### src/rtl/prog_loader_pkg.sv
// Shared constants for the program loader: FSM state encoding and default frame marker.
package prog_loader_pkg;

    localparam int          ADDR_W_DEF    = 8;
    localparam int          DATA_W_DEF    = 8;
    localparam logic [7:0]  SYNC_BYTE_DEF = 8'hA5;

    typedef enum logic [2:0] {
        ST_IDLE  = 3'd0,
        ST_LEN   = 3'd1,
        ST_DATA  = 3'd2,
        ST_CSUM  = 3'd3,
        ST_DONE  = 3'd4,
        ST_ERROR = 3'd5
    } state_t;

endpackage

### src/rtl/prog_loader_if.sv
// Byte-stream input and instruction-memory write port bundles for the loader.
interface prog_stream_if #(
    parameter int DATA_W = 8
);
    logic [DATA_W-1:0] in_data;
    logic              in_valid;
    logic              in_ready;

    modport master (output in_data, output in_valid, input  in_ready);
    modport slave  (input  in_data, input  in_valid, output in_ready);
endinterface

interface imem_wr_if #(
    parameter int ADDR_W = 8,
    parameter int DATA_W = 8
);
    logic              imem_we;
    logic [ADDR_W-1:0] imem_addr;
    logic [DATA_W-1:0] imem_wdata;

    modport master (output imem_we, output imem_addr, output imem_wdata);
    modport slave  (input  imem_we, input  imem_addr, input  imem_wdata);
endinterface

### src/rtl/loader_checksum.sv
// Registered mod-2**DATA_W byte accumulator; clear has priority over add.
module loader_checksum #(
    parameter int DATA_W = 8
) (
    input  logic              clk,
    input  logic              rst_n,
    input  logic              clr,
    input  logic              add,
    input  logic [DATA_W-1:0] din,
    output logic [DATA_W-1:0] sum
);

    logic [DATA_W-1:0] sum_q, sum_d;

    always_comb begin
        sum_d = sum_q;
        if (clr)
            sum_d = '0;
        else if (add)
            sum_d = sum_q + din;
    end

    always_ff @(posedge clk or negedge rst_n) begin
        if (!rst_n)
            sum_q <= '0;
        else
            sum_q <= sum_d;
    end

    assign sum = sum_q;

endmodule

### src/rtl/prog_loader.sv
// Framed program-image loader: SYNC, LEN, payload, checksum; writes imem and gates cpu_run.
module prog_loader
    import prog_loader_pkg::*;
#(
    parameter int               ADDR_W    = ADDR_W_DEF,
    parameter int               DATA_W    = DATA_W_DEF,
    parameter logic [DATA_W-1:0] SYNC_BYTE = DATA_W'(SYNC_BYTE_DEF)
) (
    input  logic            clk,
    input  logic            rst_n,
    prog_stream_if.slave    s,
    imem_wr_if.master       m,
    input  logic            load_req,
    output logic            cpu_run,
    output logic            busy,
    output logic            err,
    output logic [ADDR_W:0] byte_count
);

    state_t            state_q, state_d;
    logic [ADDR_W-1:0] addr_q, addr_d;
    logic [ADDR_W:0]   len_q, len_d;
    logic [ADDR_W:0]   byte_count_q, byte_count_d;
    logic              imem_we_q, imem_we_d;
    logic [ADDR_W-1:0] imem_addr_q, imem_addr_d;
    logic [DATA_W-1:0] imem_wdata_q, imem_wdata_d;
    logic              in_ready_q, in_ready_d;
    logic              cpu_run_q, cpu_run_d;
    logic              busy_q, busy_d;
    logic              err_q, err_d;

    logic              accept;
    logic              cs_clr, cs_add;
    logic [DATA_W-1:0] cs_sum;

    assign accept = s.in_valid & in_ready_q;

    loader_checksum #(.DATA_W(DATA_W)) u_csum (
        .clk   (clk),
        .rst_n (rst_n),
        .clr   (cs_clr),
        .add   (cs_add),
        .din   (s.in_data),
        .sum   (cs_sum)
    );

    always_comb begin
        state_d      = state_q;
        addr_d       = addr_q;
        len_d        = len_q;
        byte_count_d = byte_count_q;
        imem_we_d    = 1'b0;
        imem_addr_d  = imem_addr_q;
        imem_wdata_d = imem_wdata_q;
        cs_clr       = 1'b0;
        cs_add       = 1'b0;

        case (state_q)
            ST_IDLE: begin
                if (accept && s.in_data == SYNC_BYTE) begin
                    state_d      = ST_LEN;
                    addr_d       = '0;
                    byte_count_d = '0;
                    cs_clr       = 1'b1;
                end
            end
            ST_LEN: begin
                if (accept) begin
                    // A zero length byte encodes a full-depth image.
                    len_d   = (ADDR_W+1)'(s.in_data);
                    if (len_d == '0)
                        len_d = (ADDR_W+1)'(1) << ADDR_W;
                    state_d = ST_DATA;
                end
            end
            ST_DATA: begin
                if (accept) begin
                    imem_we_d    = 1'b1;
                    imem_addr_d  = addr_q;
                    imem_wdata_d = s.in_data;
                    cs_add       = 1'b1;
                    addr_d       = addr_q + 1'b1;
                    byte_count_d = byte_count_q + 1'b1;
                    len_d        = len_q - 1'b1;
                    if (len_q == (ADDR_W+1)'(1))
                        state_d = ST_CSUM;
                end
            end
            ST_CSUM: begin
                if (accept)
                    state_d = (s.in_data == cs_sum) ? ST_DONE : ST_ERROR;
            end
            ST_DONE, ST_ERROR: begin
                if (load_req)
                    state_d = ST_IDLE;
            end
            default: state_d = ST_IDLE;
        endcase

        // Status outputs are registered views of the next state.
        in_ready_d = !(state_d == ST_DONE || state_d == ST_ERROR);
        busy_d     = (state_d == ST_LEN) || (state_d == ST_DATA) || (state_d == ST_CSUM);
        cpu_run_d  = (state_d == ST_DONE);
        err_d      = (state_d == ST_ERROR);
    end

    always_ff @(posedge clk or negedge rst_n) begin
        if (!rst_n) begin
            state_q      <= ST_IDLE;
            addr_q       <= '0;
            len_q        <= '0;
            byte_count_q <= '0;
            imem_we_q    <= 1'b0;
            imem_addr_q  <= '0;
            imem_wdata_q <= '0;
            in_ready_q   <= 1'b1;
            cpu_run_q    <= 1'b0;
            busy_q       <= 1'b0;
            err_q        <= 1'b0;
        end else begin
            state_q      <= state_d;
            addr_q       <= addr_d;
            len_q        <= len_d;
            byte_count_q <= byte_count_d;
            imem_we_q    <= imem_we_d;
            imem_addr_q  <= imem_addr_d;
            imem_wdata_q <= imem_wdata_d;
            in_ready_q   <= in_ready_d;
            cpu_run_q    <= cpu_run_d;
            busy_q       <= busy_d;
            err_q        <= err_d;
        end
    end

    assign s.in_ready   = in_ready_q;
    assign m.imem_we    = imem_we_q;
    assign m.imem_addr  = imem_addr_q;
    assign m.imem_wdata = imem_wdata_q;
    assign cpu_run      = cpu_run_q;
    assign busy         = busy_q;
    assign err          = err_q;
    assign byte_count   = byte_count_q;

endmodule

### src/flat_wrapper.sv
// flat-port wrapper written by rule: the top's interface ports become plain ports
module prog_loader_flat import prog_loader_pkg::*;
#(
    parameter int               ADDR_W    = ADDR_W_DEF,
    parameter int               DATA_W    = DATA_W_DEF,
    parameter logic [DATA_W-1:0] SYNC_BYTE = DATA_W'(SYNC_BYTE_DEF)
)
  (clk, rst_n, load_req, cpu_run, busy, err, byte_count, s_in_data, s_in_valid, s_in_ready, m_imem_we, m_imem_addr, m_imem_wdata);
  prog_stream_if #(.DATA_W(DATA_W)) s_i ();
  imem_wr_if #(.ADDR_W(ADDR_W), .DATA_W(DATA_W)) m_i ();
  input  logic clk;
  input  logic rst_n;
  input  logic load_req;
  output logic cpu_run;
  output logic busy;
  output logic err;
  output logic [ADDR_W:0] byte_count;
  input wire logic [$bits(s_i.in_data)-1:0] s_in_data;
  input wire logic [$bits(s_i.in_valid)-1:0] s_in_valid;
  output wire logic [$bits(s_i.in_ready)-1:0] s_in_ready;
  output wire logic [$bits(m_i.imem_we)-1:0] m_imem_we;
  output wire logic [$bits(m_i.imem_addr)-1:0] m_imem_addr;
  output wire logic [$bits(m_i.imem_wdata)-1:0] m_imem_wdata;
  assign s_i.in_data = s_in_data;
  assign s_i.in_valid = s_in_valid;
  assign s_in_ready = s_i.in_ready;
  assign m_imem_we = m_i.imem_we;
  assign m_imem_addr = m_i.imem_addr;
  assign m_imem_wdata = m_i.imem_wdata;
  prog_loader #(.ADDR_W(ADDR_W), .DATA_W(DATA_W), .SYNC_BYTE(SYNC_BYTE)) u_core (.clk(clk), .rst_n(rst_n), .s(s_i), .m(m_i), .load_req(load_req), .cpu_run(cpu_run), .busy(busy), .err(err), .byte_count(byte_count));
endmodule
### config.mk
export PLATFORM = sky130hd
export DESIGN_NAME = prog_loader_flat
export DESIGN_NICKNAME = d
export VERILOG_FILES = /design/src/rtl/prog_loader_pkg.sv /design/src/rtl/prog_loader_if.sv /design/src/rtl/loader_checksum.sv /design/src/rtl/prog_loader.sv /design/src/flat_wrapper.sv
export SDC_FILE = /design/constraint.sdc
export NUM_CORES = 1
export LEC_CHECK = 0
export CORE_MARGIN = 4
export CORE_UTILIZATION = 60
export DETAILED_ROUTE_END_ITERATION = 10
export DONT_BUFFER_PORTS = 1
export PLACE_DENSITY = 0.84
export RECOVER_POWER = 25
export SYNTH_ARGS = -nofsm -noshare
export SYNTH_HDL_FRONTEND = slang
export SYNTH_HIERARCHICAL = 1
export SYNTH_SLANG_ARGS = --single-unit
### constraint.sdc
create_clock -name clk -period 4.1 [get_ports clk]
set_clock_uncertainty 0.15 [all_clocks]
set_input_delay 0.41 -clock clk [delete_from_list [all_inputs] [get_ports clk]]
set_output_delay 0.41 -clock clk [all_outputs]
set_load 0.005 [all_outputs]
==> impl_metrics.yaml, run 1 <==
critical_path:
  cp_data_arrival_time_ns: 3.02
  cp-start-kind: "register"
  r2r_cells: 7
  r2r_end: "u_core/u_csum/sum[7]"
  timing.rr.start: "u_core/state_q[1]"
  r2r_slack_ns: 1.19
  cp.required_ns: 4.22
  path_cells: "or3b_1, nor2_8, nand2_1, nand4bb_1, mux2_4, a21o_1, a21oi_2"
  critPathMaxStageDelay_ns: 0.63
  worstSetupEndpointType: "register"
  path_max_fanout: 40
  critPathKind: "register to register"
  critical-path-slowest-cell: "or3b_1"
  path_buf_inv: 0
  crit_family: "simple AND/OR/NAND/NOR gates"
synthesis:
  yosysMostFrequentCell: "dfrtp_1"
  synth_area_mm2: 0.00320
  yosysTopAreaCell: "dfrtp_1"
  ys_async_sr_fraction_pct: 100
  synth_edf_count: 0
  synth.avg_cell_area_um2: 10.4
  synthCells: 307
  synth_top_area_share_pct: 44.6
  yosys_most_used_dff: "dfrtp_1"
  synth.distinct_cells: 64
  synth_commonest_cells: "dfrtp_1, nor2_1, a21oi_1, nand2_1, mux2_2"
  synth-seq-cells: 58
  syn_nets: 331
  yosys-top-cells-area: "dfrtp_1, mux2_2, ha_1"
  yosysSeqAreaShare_pct: 45.4
  synth.yosys.warnings: 6
clocking:
  clockBufferDepth: 2
  clkSinkCount: 58
  cts_buffers: 9
  cts_tree: "built"
  post-cts-setup-buffers: 0
  clk_latency_ns: 0.34
  htree_levels: 3
  cts_root_buf: "clkbuf_8"
  clkTransAtPathRegs_ns: 0.06
pwr:
  vdd_drop_max_v: 0.000316
  power-per-cell-area_mw_per_mm2: 572
  p_total_mw: 1.99
  p_leak_nw: 1.54
route:
  drt-pass1-iter-count: 4
  route.detailed.drc: 0
  vias: 2412
  viasPerCell: 6.26
  drt_iter0_drc: 144
  routed_wl_mm: 6.76
  antenna_left: 0
  wl_per_cell_um: 17.6
cells_and_area:
  n_antenna_cell: 0
  regArea_mm2: 0.00145
  fill_cells: 410
  drive_gt1_share_pct: 14.9
  area_growth_pct: 8.53
  final_cells: 385
  nNetsFinal: 334
  multi_input_area_mm2: 0.00165
floorplan:
  die_h_um: 81.0
  io-pin-count: 42
  rows: 26
  die-area_mm2: 0.00656
  start_util_pct: 62.2
  die_w_um: 81.0
  core_mm2: 0.00514
worst_hold_path:
  min_path_type: "input port to register"
  hold_start: "s_in_data[0]"
  worstHoldEndpoint: "u_core/len_q[0]"
  whs_path_depth: 2
timing:
  slew_violations: 0
  max-slew-margin-rel_pct: 60.9
  hold_viol: 0
  max_freq_mhz: 344
  setup_tns_ns: 0
  setup_viol: 0
  fin_hold_ws_ns: 0.0640
  period_needed_ns: 2.91
  worst_pin_slew_ns: 0.586
  fin_crit_sh_pct: 70.9
  rsz0062_at_grt: "no"
grt:
  grt_pass1_vias: 2369
  grt_use_total_pct: 22.8
  grt_pass1_wl_mm: 11.4
  overflow: 0
  grt_antenna_before_repair: 0
  grt_max_degree: 59
place:
  hpwl_mm: 4.64
  gp_congestion: 0.859
  place_inst: 367
  io_buffers: 0
job:
  maxCapViolCount: 0
outcome:
  status: "finished, final reports clean"
==> power by group <==
group          switching (mW)  internal [mW]
Clock                   0.224          0.310
Combinational           0.287          0.264
Sequential              0.172          0.729
==> worst max path at each step <==
stage,from,endpoint,cells after the start
after global routing,u_core/state_q[1],u_core/u_csum/sum[7],7
after floorplan,u_core/state_q[0],u_core/u_csum/sum[7],10
after CTS,u_core/state_q[1],u_core/u_csum/sum[7],7
final,u_core/state_q[1],u_core/u_csum/sum[7],7
after global placement,u_core/state_q[1],u_core/u_csum/sum[7],7
after detailed placement,u_core/state_q[1],u_core/u_csum/sum[7],7
==> what timing repair did <==
action / 4_1_cts / 5_1_grt
endpoints found under the hold margin: 58 / 0
gates resized for setup: 0 / 0
hold buffers: 2 / 0
==> sequential cells by signal, summed over array words and instances, names as in the netlist <==
register,flops
u_core/addr_q,8
u_core/busy,1
u_core/byte_count,9
u_core/cpu_run,1
u_core/err,1
u_core/len_q,9
u_core/m.imem_addr,8
u_core/m.imem_wdata,8
u_core/m.imem_we,1
u_core/s.in_ready,1
u_core/state_q,3
u_core/u_csum/sum,8
==> cell usage in the layout (no fill, tap or decap), types with 4 or more instances in the layout <==
cell type / count
a21oi_1: 19
dfrtp_1: 57
clkbuf_8: 11
nor3_1: 5
xor2_1: 14
ha_1: 11
nand3_1: 13
a31oi_1: 4
mux2i_1: 5
mux2_2: 16
xnor2_1: 6
inv_1: 6
nand2_1: 19
nor4_1: 5
o21ai_0: 13
nand4_1: 10
nor2_1: 26
==> layout make-up <==
type | count | share of cell area [%]
Timing Repair Buffer | 4 | 1.51
Inverter | 7 | 0.757
Clock buffer | 11 | 4.36
Clock inverter | 5 | 1.51
Tap cell | 70 | 2.52
Sequential cell | 58 | 41.9
Multi-Input combinational cell | 230 | 47.5
==> per-layer routing <==
layer  global-route usage (%)  up-vias  part of all wire, %
met4                     10.6        0                  2.4
met3                     5.65       16                  5.9
met5                        0        -                    0
met1                     30.0     1184                   44
met2                     35.6       68                   48
li1                         -     1144                    -
==> per-stage QoR <==
| stage | instance area (um2) | setup WS, ns | util [%] |
|---|---|---|---|
| 6_report | 3470 | 1.19 | 67.5 |
| 5_1_grt | 3470 | 1.03 | 67.5 |
| 4_1_cts | 3470 | 1.20 | 67.5 |
| 3_5_place_dp | 3230 | 1.21 | 62.8 |
| 3_3_place_gp | 3230 | 1.34 | 62.8 |
| 2_1_floorplan | 3200 | 1.80 | - |
==> worst register-to-register path, cell delays in order (launching register included) <==
cell       delay, ns
dfrtp_1         0.57
or3b_1          0.63
nor2_8          0.56
nand2_1         0.15
nand4bb_1       0.22
mux2_4          0.28
a21o_1          0.16
a21oi_2         0.12
==> cells by family (layout without fill, tap and decap cells) <==
| family | after synthesis | in the layout | share of synthesized area [%] |
|---|---|---|---|
| AND/OR/NAND/NOR | 110 | 110 | 19.9 |
| AO/OA/AOI/OAI | 66 | 66 | 13.4 |
| flip-flops | 58 | 58 | 45.4 |
| multiplexers | 22 | 22 | 7.67 |
| XOR/XNOR | 20 | 20 | 5.48 |
| buffers and inverters | 19 | 27 | 3.21 |
| adder cells (fa/ha/maj) | 12 | 12 | 4.93 |
No activity file was read; power rests on OpenSTA's default activity.
==> run 2: changes to the inputs <==
Settings changed: ABC_AREA set to 1.
Clock period 4.1 ns to 2.8 ns, I/O delays scaled along.
==> run 2 against run 1 <==
Net effect: combinational power grew to 2.6 times the previous value; die area grew 3.3%; area after synthesis grew 3.7%; clock power grew 48%; routed wire length grew 9.6%; critical path type unchanged; critical endpoint is now u_core/u_csum/sum[0]; largest power group unchanged.
==> impl_metrics.yaml, run 2 <==
route:
  wl_per_cell_um: 14.6
  vias: 2800
  routed_wl_mm: 7.41
  route.detailed.drc: 0
  antenna_left: 0
  viasPerCell: 5.50
  drt-pass1-iter-count: 5
  drt_iter0_drc: 271
cells_and_area:
  nNetsFinal: 458
  n_antenna_cell: 0
  area_growth_pct: 8.98
  drive_gt1_share_pct: 7.74
  layout_commonest_cell: "nand2_1"
  layout_common_cells: "nand2_1, dfrtp_1, inv_1"
pwr:
  pwr-share-clk_pct: 21.5
  p_seq_share_pct: 39.3
  vdd_drop_max_v: 0.000628
  switchingPower_mw: 1.54
  p_comb_share_pct: 39.2
  p_leak_nw: 1.80
  switching_share_pct: 41.9
  intPower_mw: 2.14
  p_total_mw: 3.68
  power-per-cell-area_mw_per_mm2: 1020
critical_path:
  r2r_cells: 7
  path_max_fanout: 8
  cp.required_ns: 2.87
  cp_data_arrival_time_ns: 2.26
  critPathKind: "register to register"
  worstSetupEndpointType: "register"
  cp-start-kind: "register"
  timing.rr.start: "u_core/s.in_ready"
  r2r_slack_ns: 0.61
  r2r_end: "u_core/u_csum/sum[0]"
timing:
  hold_viol: 0
  fin_crit_sh_pct: 78.2
  slew_violations: 0
  worst_pin_slew_ns: 1.38
  period_needed_ns: 2.19
  max_freq_mhz: 456
  setup_tns_ns: 0
  max-slew-margin-rel_pct: 7.99
  rsz0062_at_grt: "no"
  setup_viol: 0
synthesis:
  syn_nets: 447
  yosysMostFrequentCell: "nand2_1"
  yosysSeqAreaShare_pct: 43.8
  synth_edf_count: 0
  yosys_most_used_dff: "dfrtp_1"
  synth_top_area_share_pct: 43.0
  synth_commonest_cells: "nand2_1, dfrtp_1, inv_1"
  synth.yosys.warnings: 6
  ys_async_sr_fraction_pct: 100
  yosys-top-cells-area: "dfrtp_1, nand2_1, inv_1"
  synth.distinct_cells: 37
  yosysTopAreaCell: "dfrtp_1"
  synthCells: 423
  synth_area_mm2: 0.00332
  synth-seq-cells: 58
  synth.avg_cell_area_um2: 7.84
floorplan:
  start_util_pct: 63.3
  die_h_um: 82.4
  die_w_um: 82.4
  rows: 26
  die-area_mm2: 0.00678
  core_mm2: 0.00524
  io-pin-count: 42
place:
  gp_congestion: 0.922
  hpwl_mm: 5.08
  io_buffers: 0
grt:
  grt_antenna_before_repair: 0
  grt_max_degree: 59
  grt_pass1_vias: 2733
  overflow: 0
  grt_pass1_wl_mm: 12.4
  grt_use_total_pct: 24.4
clocking:
  cts_buffers: 9
  cts_resized: 0
  clkSinkCount: 58
  htree_levels: 3
  post-cts-setup-buffers: 0
  clkTransAtPathRegs_ns: 0.07
  clockBufferDepth: 2
  cts_tree: "built"
  clk_latency_ns: 0.33
  cts_root_buf: "clkbuf_8"
worst_hold_path:
  worstHoldEndpoint: "u_core/len_q[0]"
  hold_start: "s_in_data[0]"
  min_path_type: "input port to register"
  whs_path_depth: 4
outcome:
  status: "finished, final reports clean"
job:
  maxCapViolCount: 0
## run 2: cell types whose count changed after synthesis, sizes merged, moves of 7 or more
cell	delta
inv	+47
xor2	-10
o21ai	+27
nand3	+12
a21oi	-10
nand2	+110
nor2	+15
nor4	-7
mux2	-17
## run 2: cell type report
| type | instances | area, um2 |
|---|---|---|
| Fill cell | 410 | 1620 |
| Multi-Input combinational cell | 303 | 1590 |
| Sequential cell | 58 | 1450 |
| Inverter | 54 | 205 |
| Clock buffer | 12 | 155 |
| Tap cell | 70 | 87.6 |
| Timing Repair Buffer | 8 | 75.1 |
| Clock inverter | 4 | 50.0 |
## run 2: stage by stage
step	setup WS, ns	hold slack [ns]	util, %	instances	instance area, um2
floorplan	0.834	-0.166	-	423	3320
global placement	0.741	-0.164	63.7	485	3330
detailed placement	0.644	-0.164	63.7	485	3330
CTS	0.617	0.0137	69.4	509	3640
global route	0.518	0.0317	69.0	509	3610
finish	0.609	0.0283	69.0	509	3610
## run 2: worst max path at each step
| stage | from | to | slack, ns |
|---|---|---|---|
| after CTS | u_core/s.in_ready | u_core/u_csum/sum[0] | 0.62 |
| after global placement | u_core/s.in_ready | u_core/u_csum/sum[2] | 0.74 |
| after global routing | u_core/s.in_ready | u_core/u_csum/sum[0] | 0.52 |
| final | u_core/s.in_ready | u_core/u_csum/sum[0] | 0.61 |
| after floorplan | u_core/s.in_ready | u_core/u_csum/sum[2] | 0.83 |
| after detailed placement | u_core/s.in_ready | u_core/u_csum/sum[2] | 0.64 |
## run 2: power groups by stage
stage                     clock network [mW]  registers (mW)  logic (mW)
after floorplan                            0            1.38        1.19
after global placement                     0            1.45        1.31
after detailed placement                   0            1.46        1.38
after CTS                              0.810            1.45        1.43
after global routing                   0.854            1.50        1.64
final                                  0.791            1.45        1.45
## run 2: logic make-up (layout without fill, tap and decap cells)
family                     after synthesis  in the layout  synth area share, %
xor gates and xnor gates                12             12                 3.17
buffers and inverters                   62             78                 8.30
adders and majority gates               12             12                 4.75
and+or+nand+nor                        222            222                 30.6
AOI/OAI and AO/OA                       57             57                 9.43
DFF                                     58             58                 43.8
## run 2: metal layers
layer | GRT usage [%] | up-vias | routed length [um]
li1 | - | 1377 | -
met1 | 32.3 | 1294 | 3270
met2 | 36.9 | 109 | 3390
met3 | 6.94 | 20 | 580
met4 | 11.8 | 0 | 174
met5 | 0 | - | 0
## run 2: timing repair
action	4_1_cts	5_1_grt
endpoints found under the setup margin	0	0
hold endpoints to repair	66	0
hold buffers	8	0
## run 2: worst max-delay path: stages (launching register included)
cell	delay (ns)
dfstp_2	0.54
nand2_1	0.22
inv_1	0.18
nand4_1	0.09
or2_2	0.34
inv_1	0.18
nor2_2	0.13
a22o_1	0.24
